`src/rtl/pll_phase_ctrl_pkg.sv`:
```
// Shared types for the PLL dynamic phase-shift sequencer.
// Holds the FSM state encoding, the PLL counter-select codes and the timeout counter width.
package pll_phase_ctrl_pkg;

  typedef enum logic [2:0] {
    S_IDLE    = 3'd0,
    S_SETUP   = 3'd1,
    S_STEP    = 3'd2,
    S_WAIT_LO = 3'd3,
    S_WAIT_HI = 3'd4,
    S_NEXT    = 3'd5
  } state_e;

  // phasecounterselect encoding of the MAX10 PLL
  localparam logic [2:0] CNT_ALL = 3'b000;
  localparam logic [2:0] CNT_M   = 3'b001;
  localparam logic [2:0] CNT_C0  = 3'b010;
  localparam logic [2:0] CNT_C1  = 3'b011;
  localparam logic [2:0] CNT_C2  = 3'b100;
  localparam logic [2:0] CNT_C3  = 3'b101;
  localparam logic [2:0] CNT_C4  = 3'b110;

  localparam int TMO_W = 8;

endpackage

```
`src/rtl/pll_phase_ctrl_sync2ff.sv`:
```
// Two-flop synchronizer for the asynchronous PLL status lines (phasedone, locked).
// Both stages clear to 0 on reset.
module sync2ff (
  input  logic i_clk,
  input  logic i_reset_n,
  input  logic i_d,
  output logic o_q
);

  logic meta_q;
  logic sync_q;

  // NOTE: non-blocking assignments so the second stage samples the first stage's pre-edge value.
  always_ff @(posedge i_clk or negedge i_reset_n) begin
    if (!i_reset_n) begin
      meta_q <= 1'b0;
      sync_q <= 1'b0;
    end else begin
      meta_q <= i_d;
      sync_q <= meta_q;
    end
  end

  assign o_q = sync_q;

endmodule

```
`src/rtl/pll_phase_ctrl.sv`:
```
// Sequences dynamic phase-shift steps on the MAX10 PLL: one request {counter, direction, count}
// per handshake, one phasestep pulse per step, each step closed by a phasedone low/high cycle.
module pll_phase_ctrl
  import pll_phase_ctrl_pkg::*;
#(
  parameter int STEPW   = 6,
  parameter int HOLD    = 2,
  parameter int TIMEOUT = 255
) (
  input  logic             i_clk,
  input  logic             i_reset_n,
  input  logic             i_req_valid,
  output logic             o_req_ready,
  input  logic [2:0]       i_req_cnt,
  input  logic             i_req_up,
  input  logic [STEPW-1:0] i_req_steps,
  output logic             o_busy,
  output logic             o_done,
  output logic             o_err,
  output logic [STEPW-1:0] o_steps_left,
  output logic [2:0]       o_phasecounterselect,
  output logic             o_phaseupdown,
  output logic             o_phasestep,
  input  logic             i_phasedone,
  input  logic             i_locked
);

  localparam logic [TMO_W-1:0] HOLD_LAST = TMO_W'(HOLD - 1);
  localparam logic [TMO_W-1:0] TMO_LAST  = TMO_W'(TIMEOUT - 1);

  logic phasedone_s;
  logic locked_s;

  sync2ff u_sync_done (.i_clk(i_clk), .i_reset_n(i_reset_n), .i_d(i_phasedone), .o_q(phasedone_s));
  sync2ff u_sync_lock (.i_clk(i_clk), .i_reset_n(i_reset_n), .i_d(i_locked),    .o_q(locked_s));

  state_e            state_q, state_d;
  logic [STEPW-1:0]  steps_left_q, steps_left_d;
  logic [TMO_W-1:0]  tmo_q, tmo_d;
  logic [2:0]        sel_q, sel_d;
  logic              up_q, up_d;
  logic              err_q, err_d;
  logic              done_q, done_d;
  logic              step_q, step_d;
  logic              busy_q, busy_d;
  logic              ready_q, ready_d;
  logic              abort;

  // NOTE: every variable written here gets a default first so no latch is inferred.
  always_comb begin
    state_d      = state_q;
    steps_left_d = steps_left_q;
    tmo_d        = tmo_q;
    sel_d        = sel_q;
    up_d         = up_q;
    err_d        = err_q;
    done_d       = 1'b0;
    abort        = 1'b0;

    case (state_q)
      S_IDLE: begin
        if (i_req_valid) begin
          err_d        = 1'b0;
          sel_d        = i_req_cnt;
          up_d         = i_req_up;
          steps_left_d = i_req_steps;
          if (i_req_steps == '0) done_d  = 1'b1;
          else                   state_d = S_SETUP;
        end
      end
      S_SETUP: begin
        state_d = S_STEP;
        tmo_d   = '0;
      end
      // the timeout counter doubles as the phasestep hold counter
      S_STEP: begin
        if (tmo_q == HOLD_LAST) begin
          state_d = S_WAIT_LO;
          tmo_d   = '0;
        end else begin
          tmo_d = tmo_q + TMO_W'(1);
        end
      end
      S_WAIT_LO: begin
        if (!phasedone_s) begin
          state_d = S_WAIT_HI;
          tmo_d   = '0;
        end else if (tmo_q == TMO_LAST) begin
          abort = 1'b1;
        end else begin
          tmo_d = tmo_q + TMO_W'(1);
        end
      end
      S_WAIT_HI: begin
        if (phasedone_s) begin
          state_d = S_NEXT;
        end else if (tmo_q == TMO_LAST) begin
          abort = 1'b1;
        end else begin
          tmo_d = tmo_q + TMO_W'(1);
        end
      end
      S_NEXT: begin
        steps_left_d = steps_left_q - STEPW'(1);
        if (steps_left_q == STEPW'(1)) begin
          state_d = S_IDLE;
          done_d  = 1'b1;
        end else begin
          state_d = S_SETUP;
        end
      end
      default: state_d = S_IDLE;
    endcase

    if (state_q != S_IDLE && !locked_s) abort = 1'b1;

    if (abort) begin
      state_d      = S_IDLE;
      err_d        = 1'b1;
      steps_left_d = '0;
      tmo_d        = '0;
      done_d       = 1'b0;
    end

    // outputs are registered from the next state so they change cleanly on the clock
    step_d  = (state_d == S_STEP);
    busy_d  = (state_d != S_IDLE);
    ready_d = (state_d == S_IDLE);
  end

  always_ff @(posedge i_clk or negedge i_reset_n) begin
    if (!i_reset_n) begin
      state_q      <= S_IDLE;
      steps_left_q <= '0;
      tmo_q        <= '0;
      sel_q        <= '0;
      up_q         <= 1'b0;
      err_q        <= 1'b0;
      done_q       <= 1'b0;
      step_q       <= 1'b0;
      busy_q       <= 1'b0;
      ready_q      <= 1'b1;
    end else begin
      state_q      <= state_d;
      steps_left_q <= steps_left_d;
      tmo_q        <= tmo_d;
      sel_q        <= sel_d;
      up_q         <= up_d;
      err_q        <= err_d;
      done_q       <= done_d;
      step_q       <= step_d;
      busy_q       <= busy_d;
      ready_q      <= ready_d;
    end
  end

  assign o_req_ready          = ready_q;
  assign o_busy               = busy_q;
  assign o_done               = done_q;
  assign o_err                = err_q;
  assign o_steps_left         = steps_left_q;
  assign o_phasecounterselect = sel_q;
  assign o_phaseupdown        = up_q;
  assign o_phasestep          = step_q;

endmodule

```
`config.mk`:
```
export PLATFORM = sky130hd
export DESIGN_NAME = pll_phase_ctrl
export DESIGN_NICKNAME = d
export VERILOG_FILES = /design/src/rtl/pll_phase_ctrl_pkg.sv /design/src/rtl/pll_phase_ctrl_sync2ff.sv /design/src/rtl/pll_phase_ctrl.sv
export SDC_FILE = /design/constraint.sdc
export NUM_CORES = 1
export LEC_CHECK = 0
export ABC_AREA = 1
export CELL_PAD_IN_SITES_DETAIL_PLACEMENT = 0
export CELL_PAD_IN_SITES_GLOBAL_PLACEMENT = 2
export CORE_ASPECT_RATIO = 0.7
export CORE_MARGIN = 4
export CORE_UTILIZATION = 28
export CTS_BUF_LIST = sky130_fd_sc_hd__clkbuf_8
export CTS_CLUSTER_SIZE = 8
export DETAILED_ROUTE_END_ITERATION = 10
export PLACE_DENSITY_LB_ADDON = 0.1
export SLEW_MARGIN = 5
export SYNTH_ARGS = -nofsm -noshare
export SYNTH_HDL_FRONTEND = slang
export SYNTH_HIERARCHICAL = 1
export SYNTH_SLANG_ARGS = --single-unit
```
`constraint.sdc`:
```
create_clock -name i_clk -period 1.5 [get_ports i_clk]
set_clock_uncertainty 0.1 [all_clocks]
set_input_delay 0.3 -clock i_clk [delete_from_list [all_inputs] [get_ports i_clk]]
set_output_delay 0.3 -clock i_clk [all_outputs]
set_load 0.05 [all_outputs]
```
==> run summary, run 1 <==
===================================================================================
Post-Synthesis Mean Instance Area ....................................    7.78 um^2
Power per cell area .................................................. 1780 mW/mm^2
Number of nets with antenna violations after routing .................            0
Category of the worst setup path capture point .......................     register
Final Total Pwr ......................................................    0.00519 W
Number of max-cap violations .........................................            0
Gr ovfl total ........................................................            0
Number of placement rows .............................................           23
Placeable core region ................................................ 0.00593 mm^2
Reported leakage power ...............................................      1.48 nW
Num ports ............................................................           30
Initial antenna violation count ......................................            0
Share of cells above drive strength 1 ................................        42.3%
Clock root buffer ....................................................     clkbuf_8
Fin. Hold Viols ......................................................            0
Count of placed standard cells in the final layout, fillers left out .          385
Total vias in the final route ........................................         1690
Transition time of the tightest slew-check pin .......................       299 ps
Clock latency on the worst-skew pair .................................       280 ps
First-pass DRT Iterations ............................................            4
Required arrival time at the worst endpoint ..........................      1620 ps
Setup repair after global routing missed its margin ..................         true
Crit start category ..................................................     register
Cell Count Post-Placement ............................................          366
Number of H-tree levels ..............................................            2
Final GP Congestion ..................................................        0.803
Minimum setup slack in the final design ..............................     -65.8 ps
Final count of negative-setup-slack endpoints ........................           18
Total Die Area ....................................................... 0.00769 mm^2
DRC errors left ......................................................            0
Arrival @ worst endpoint .............................................      1690 ps
Highest-count cells in the layout ignoring fill and taps ............. nand2_1 (70), buf_4 (40), dfrtp_1 (23)
Width of the die .....................................................       103 um
Number of distinct library cells after synthesis .....................           30
Hold/Removal Path Class ..............................................     in2async
Max-slew headroom ....................................................        80.1%
Net count after synthesis ............................................          248
Warning count from the yosys run .....................................            6
Global-route wire length before repair ...............................      8300 um
Category of the most critical setup path .............................      reg2reg
Commonest non-fill, non-tap cell in the layout .......................      nand2_1
Worst-case setup slack after placement ...............................      -169 ps
Dpl hpwl .............................................................      3850 um
Fillers ..............................................................          588
Smallest hold slack ..................................................       245 ps
Number of buffers on the longest clock path ..........................            2
#FFs+latches synth ...................................................           30
Worst voltage drop across the vdd grid ...............................     0.823 mV
Failing checks ....................................................... setup timing
Register clock-pin slew on the reported worst setup and hold paths ...        70 ps
Clock tree from TritonCTS ............................................          yes
Largest net degree at the start of global routing ....................           22
Total track usage ....................................................        14.2%
Number of instances in the synthesized netlist .......................          228
Worst-path fanout max ................................................            7
Die Ht ...............................................................      74.6 um
Via count normalized by instance count ...............................         4.39
Post-detailed-route wirelength per cell ..............................      13.1 um
Seq/Total Area, Yosys ................................................        42.4%
Count of input and output buffers ....................................           29
Number of global-route vias before repair ............................         1638
Layout-stage area growth over the synthesis result ...................        64.4%
Clock buffer count from CTS ..........................................            5
Highest attainable clock frequency ...................................      639 MHz
Cell area after synthesis ............................................ 0.00177 mm^2
Detailed-route wire length ...........................................      5060 um
NumNets Final ........................................................          329
Number of DRC markers after the initial detailed-route iteration .....           68
Shortest period the worst path allows ................................      1570 ps
Final Max Slew Viols .................................................            0
Run status ........................................................... finished with violations
Post-route fraction of the period consumed by the critical path ......         104%
Starting Density .....................................................        29.9%
Sink Count ...........................................................           30
ANT cells ............................................................            0
===================================================================================
[worst max-delay path: stages, from the launching register on]
cell     delay, ps
dfrtp_1        410
inv_2           60
ha_2           190
nand3_4         70
nor2_4          50
nand2_4        100
nand3_2        100
nor2_4         250
nand3_2         90
nand2_1         70
[per-layer routing]
layer	up-vias	share of wire [%]	global-route usage (%)	wire length [um]
li1	884	-	-	-
met2	30	41	19.6	2060
met1	772	54	21.6	2710
met4	0	0.71	3.45	36
met5	-	0	0	0
met3	4	5.0	4.03	254
[path summary, 6_finish.rpt]
kind	slack [ps]	cells past startpoint	endpoint	startpoint
min in group i_clk	250	0	u_sync_lock/o_q	u_sync_lock/meta_q
hold / removal	240	2	o_busy	i_reset_n
max in group asynchronous	730	2	o_steps_left[3]	i_reset_n
hold reg to reg	250	0	u_sync_lock/o_q	u_sync_lock/meta_q
setup reg to reg	-70	9	tmo_q[4]	tmo_q[0]
setup / recovery	-70	9	tmo_q[4]	tmo_q[0]
[logic make-up after synthesis]
family	count (synthesis)	share of synthesized area (%)
xor+xnor	7	3.46
flops	30	42.4
fa+ha+maj	5	3.53
simple gates	136	37.7
compound gates	19	5.92
buf+inv	31	6.98
[flip-flops by register name, indices dropped and copies added, names as in the netlist]
register              cells
tmo_q                     8
o_steps_left              6
o_phasecounterselect      3
state_q                   3
o_busy                    1
o_done                    1
o_err                     1
o_phasestep               1
o_phaseupdown             1
o_req_ready               1
u_sync_done/meta_q        1
u_sync_done/o_q           1
u_sync_lock/meta_q        1
u_sync_lock/o_q           1
[per-stage QoR]
step           area, um^2  setup TNS [ps]  util (%)
6_report             2920            -902      49.2
5_1_grt              2920           -2800      49.2
4_1_cts              2770           -1170      46.7
3_5_place_dp         2570           -2460      43.3
3_3_place_gp         2570           -2570      43.3
2_1_floorplan        1780               0         -
[cells in the mapped netlist (all sizes together)]
master   n  area, um^2
nand3b   1        7.51
nor3     2        21.3
ha       5        62.6
xnor2    2        17.5
and2     1        6.26
o22a     1        8.76
nand4    6        37.5
o21ai   15        78.8
o31ai    1        7.51
nor2    20         119
xor2     5        43.8
inv     31         124
dfrtp   29         726
nand2   85         360
nand3   20         110
nor3b    1        7.51
a21oi    2        10.0
dfstp    1        26.3
[power breakdown]
part | switching [W] | leakage, nW | internal (W) | total (W)
Combinational | 0.00180 | 1.05 | 0.00141 | 0.00321
Clock | 0.000324 | 0.0472 | 0.000369 | 0.000693
Sequential | 0.000248 | 0.377 | 0.00104 | 0.00129
Total | 0.00237 | 1.48 | 0.00282 | 0.00519
[what timing repair did]
| action | CTS | global route |
|---|---|---|
| setup buffers | 5 | 5 |
| endpoints found under the setup margin | 22 | 22 |
| resized for setup | 16 | 33 |
| cloned | 0 | 1 |
| hold buffers | 0 | 0 |
| pin swaps | 3 | 9 |
[final cells by class]
type | instances | area, um^2 | share of cell area, %
repair inverters | 1 | 7.51 | 0.257
inverters | 31 | 134 | 4.59
flip-flops and latches | 30 | 759 | 26.0
clock buffers | 6 | 82.6 | 2.83
well taps | 75 | 93.8 | 3.22
clock inverters | 2 | 12.5 | 0.429
multi-input cells | 167 | 1040 | 35.7
repair buffers | 73 | 786 | 26.9
Power figures use the tool's default switching activity.
==> run 2, diff against run 1 <==
--- a/config.mk
+++ b/config.mk
@@ -10,7 +10,7 @@
 export CELL_PAD_IN_SITES_GLOBAL_PLACEMENT = 2
 export CORE_ASPECT_RATIO = 0.7
 export CORE_MARGIN = 4
-export CORE_UTILIZATION = 28
+export CORE_UTILIZATION = 34
 export CTS_BUF_LIST = sky130_fd_sc_hd__clkbuf_8
 export CTS_CLUSTER_SIZE = 8
 export DETAILED_ROUTE_END_ITERATION = 10
==> constraint.sdc (replaced) <==
create_clock -name i_clk -period 1.9 [get_ports i_clk]
set_clock_uncertainty 0.1 [all_clocks]
set_input_delay 0.38 -clock i_clk [delete_from_list [all_inputs] [get_ports i_clk]]
set_output_delay 0.38 -clock i_clk [all_outputs]
set_load 0.05 [all_outputs]
==> run summary, run 2 (same netlist as run 1, synthesis figures left out) <==
===================================================================================
End of the critical path .............................................     tmo_q[0]   was tmo_q[4]
Detailed-route wire length ...........................................      4380 um   was 5060 um
Reg with most FFs ....................................................        tmo_q   unchanged
Gr ovfl total ........................................................            0   unchanged
Placeable core region ................................................ 0.00491 mm^2   was 0.00593 mm^2
Number of DRC markers after the initial detailed-route iteration .....           72   was 68
Power per cell area .................................................. 1460 mW/mm^2   was 1780 mW/mm^2
Fin. Hold Viols ......................................................            0   unchanged
Reg-to-Reg Start .....................................................     tmo_q[0]   unchanged
CTS Hold Buffers Added ...............................................            0   unchanged
Category of the most critical setup path .............................      reg2reg   unchanged
Global-route wire length before repair ...............................      7820 um   was 8300 um
Fillers ..............................................................          498   was 588
Max-slew headroom ....................................................        76.9%   was 80.1%
Count of input and output buffers ....................................           29   unchanged
Crit start category ..................................................     register   unchanged
Largest net degree at the start of global routing ....................           21   was 22
Post-CTS setup buffers ...............................................            0   was 5
Hold/Removal Path Class ..............................................     in2async   unchanged
Register clock-pin slew on the reported worst setup and hold paths ...        70 ps   about the same
Reported leakage power ...............................................      1.19 nW   was 1.48 nW
Number of nets with antenna violations after routing .................            0   unchanged
Run status ........................................................... finished, final reports clean   was finished with violations
Number of placement rows .............................................           21   was 23
DRC errors left ......................................................            0   unchanged
Number of flip-flops in the largest register .........................            8   unchanged
Endpoint of the worst register-to-register path ......................     tmo_q[0]   was tmo_q[4]
Number of max-cap violations .........................................            0   unchanged
NumNets Final ........................................................          287   was 329
TNS Setup ............................................................         0 ps   was -902 ps
Clock root buffer ....................................................     clkbuf_8   unchanged
Cell Count Post-Placement ............................................          329   was 366
Post-detailed-route wirelength per cell ..............................      13.0 um   was 13.1 um
Clock tree from TritonCTS ............................................          yes   unchanged
Final Max Slew Viols .................................................            0   unchanged
Worst reg2reg setup slack ............................................       210 ps   was -70 ps
Required arrival time at the worst endpoint ..........................      1970 ps   was 1620 ps
Highest-count cells in the layout ignoring fill and taps ............. nand2_1 (78), dfrtp_1 (29), inv_1 (19)   was nand2_1 (70), buf_4 (40), dfrtp_1 (23)
Shortest period the worst path allows ................................      1690 ps   was 1570 ps
Arrival @ worst endpoint .............................................      1760 ps   was 1690 ps
Final GP Congestion ..................................................        0.768   was 0.803
Post-route fraction of the period consumed by the critical path ......        89.0%   was 104%
ANT cells ............................................................            0   unchanged
Sink Count ...........................................................           30   unchanged
Dpl hpwl .............................................................      3400 um   was 3850 um
Transition time of the tightest slew-check pin .......................       345 ps   was 299 ps
R2R depth ............................................................            9   unchanged
Worst-path fanout max ................................................            8   was 7
Share of cells above drive strength 1 ................................        20.9%   was 42.3%
Via count normalized by instance count ...............................         4.51   was 4.39
Width of the die .....................................................      94.3 um   was 103 um
Num ports ............................................................           30   unchanged
Final count of negative-setup-slack endpoints ........................            0   was 18
Category of the worst setup path capture point .......................     register   unchanged
Worst voltage drop across the vdd grid ...............................     0.561 mV   was 0.823 mV
Total vias in the final route ........................................         1521   was 1690
Count of placed standard cells in the final layout, fillers left out .          337   was 385
First-pass DRT Iterations ............................................            4   unchanged
Die Ht ...............................................................      68.4 um   was 74.6 um
Setup repair after global routing missed its margin ..................        false   was true
Number of buffers on the longest clock path ..........................            2   unchanged
Total Die Area ....................................................... 0.00646 mm^2   was 0.00769 mm^2
Number of global-route vias before repair ............................         1629   was 1638
Clock buffer count from CTS ..........................................            5   unchanged
Total track usage ....................................................        16.2%   was 14.2%
Post-cts sizing count ................................................            0   was 16
Starting Density .....................................................        36.1%   was 29.9%
End-of-flow core utilization .........................................        45.7%   was 49.2%
Commonest non-fill, non-tap cell in the layout .......................      nand2_1   unchanged
Worst setup path startpoint ..........................................     tmo_q[0]   unchanged
Post-route cell area ................................................. 0.00224 mm^2   was 0.00292 mm^2
Post-place instance area ............................................. 0.00215 mm^2   was 0.00257 mm^2
Clock latency on the worst-skew pair .................................       280 ps   about the same
Number of H-tree levels ..............................................            2   unchanged
Initial antenna violation count ......................................            0   unchanged
Highest attainable clock frequency ...................................      591 MHz   was 639 MHz
Layout-stage area growth over the synthesis result ...................        26.4%   was 64.4%
===================================================================================
[run 2: changes by cell type in the layout (fill, tap and decap cells not counted), sizes merged]
cell	change
buf	-41
clkinvlp	-1
[run 2: how the worst min path moves through the flow]
| stage | slack [ps] | depth (start not counted) | start | endpoint |
|---|---|---|---|---|
| finish | 180 | 1 | i_reset_n | o_busy |
| global route | 180 | 1 | i_reset_n | o_done |
| CTS | 170 | 1 | i_reset_n | o_busy |
| detailed placement | 240 | 0 | u_sync_lock/meta_q | u_sync_lock/o_q |
| global placement | 230 | 0 | u_sync_done/meta_q | u_sync_done/o_q |
| floorplan | -20 | 0 | i_reset_n | o_busy |
[run 2: metrics by stage]
stage                     power [W]  setup WS [ps]  hold slack, ps
after floorplan             0.00221            271           -15.6
after global placement      0.00278            110             234
after detailed placement    0.00276            105             236
after CTS                   0.00332            199             174
after global routing        0.00355           7.47             181
final                       0.00328            209             182
[run 2: area by class of cell]
type	instances	area, um^2	area share (%)
multi-input cells	167	898	40.0
flip-flops and latches	30	752	33.5
repair buffers	32	288	12.8
inverters	31	124	5.52
well taps	69	86.3	3.85
clock buffers	6	82.6	3.68
clock inverters	2	12.5	0.558
[run 2: critical path, stage by stage, from the launching register on]
cell and delay, ps:
dfrtp_1 440, inv_1 100, ha_1 160, nand3_1 120
nor2_4 200, nand2_4 100, nand3_1 110, inv_2 100
nor2_1 110, nor2_1 40
[run 2: power breakdown]
group | internal (W) | switching (W)
sequential | 0.000813 | 0.000147
combinational | 0.000554 | 0.00122
clock | 0.000291 | 0.000248
total | 0.00166 | 0.00162
[run 2: routing by layer]
metal,track usage (%),wire (um),share of wire (%),vias up
met3,4.84,176,4.0,2
met4,5.23,18,0.41,0
met2,21.7,1560,36,25
met5,0,0,0,-
li1,-,-,-,794
met1,24.3,2630,60,700
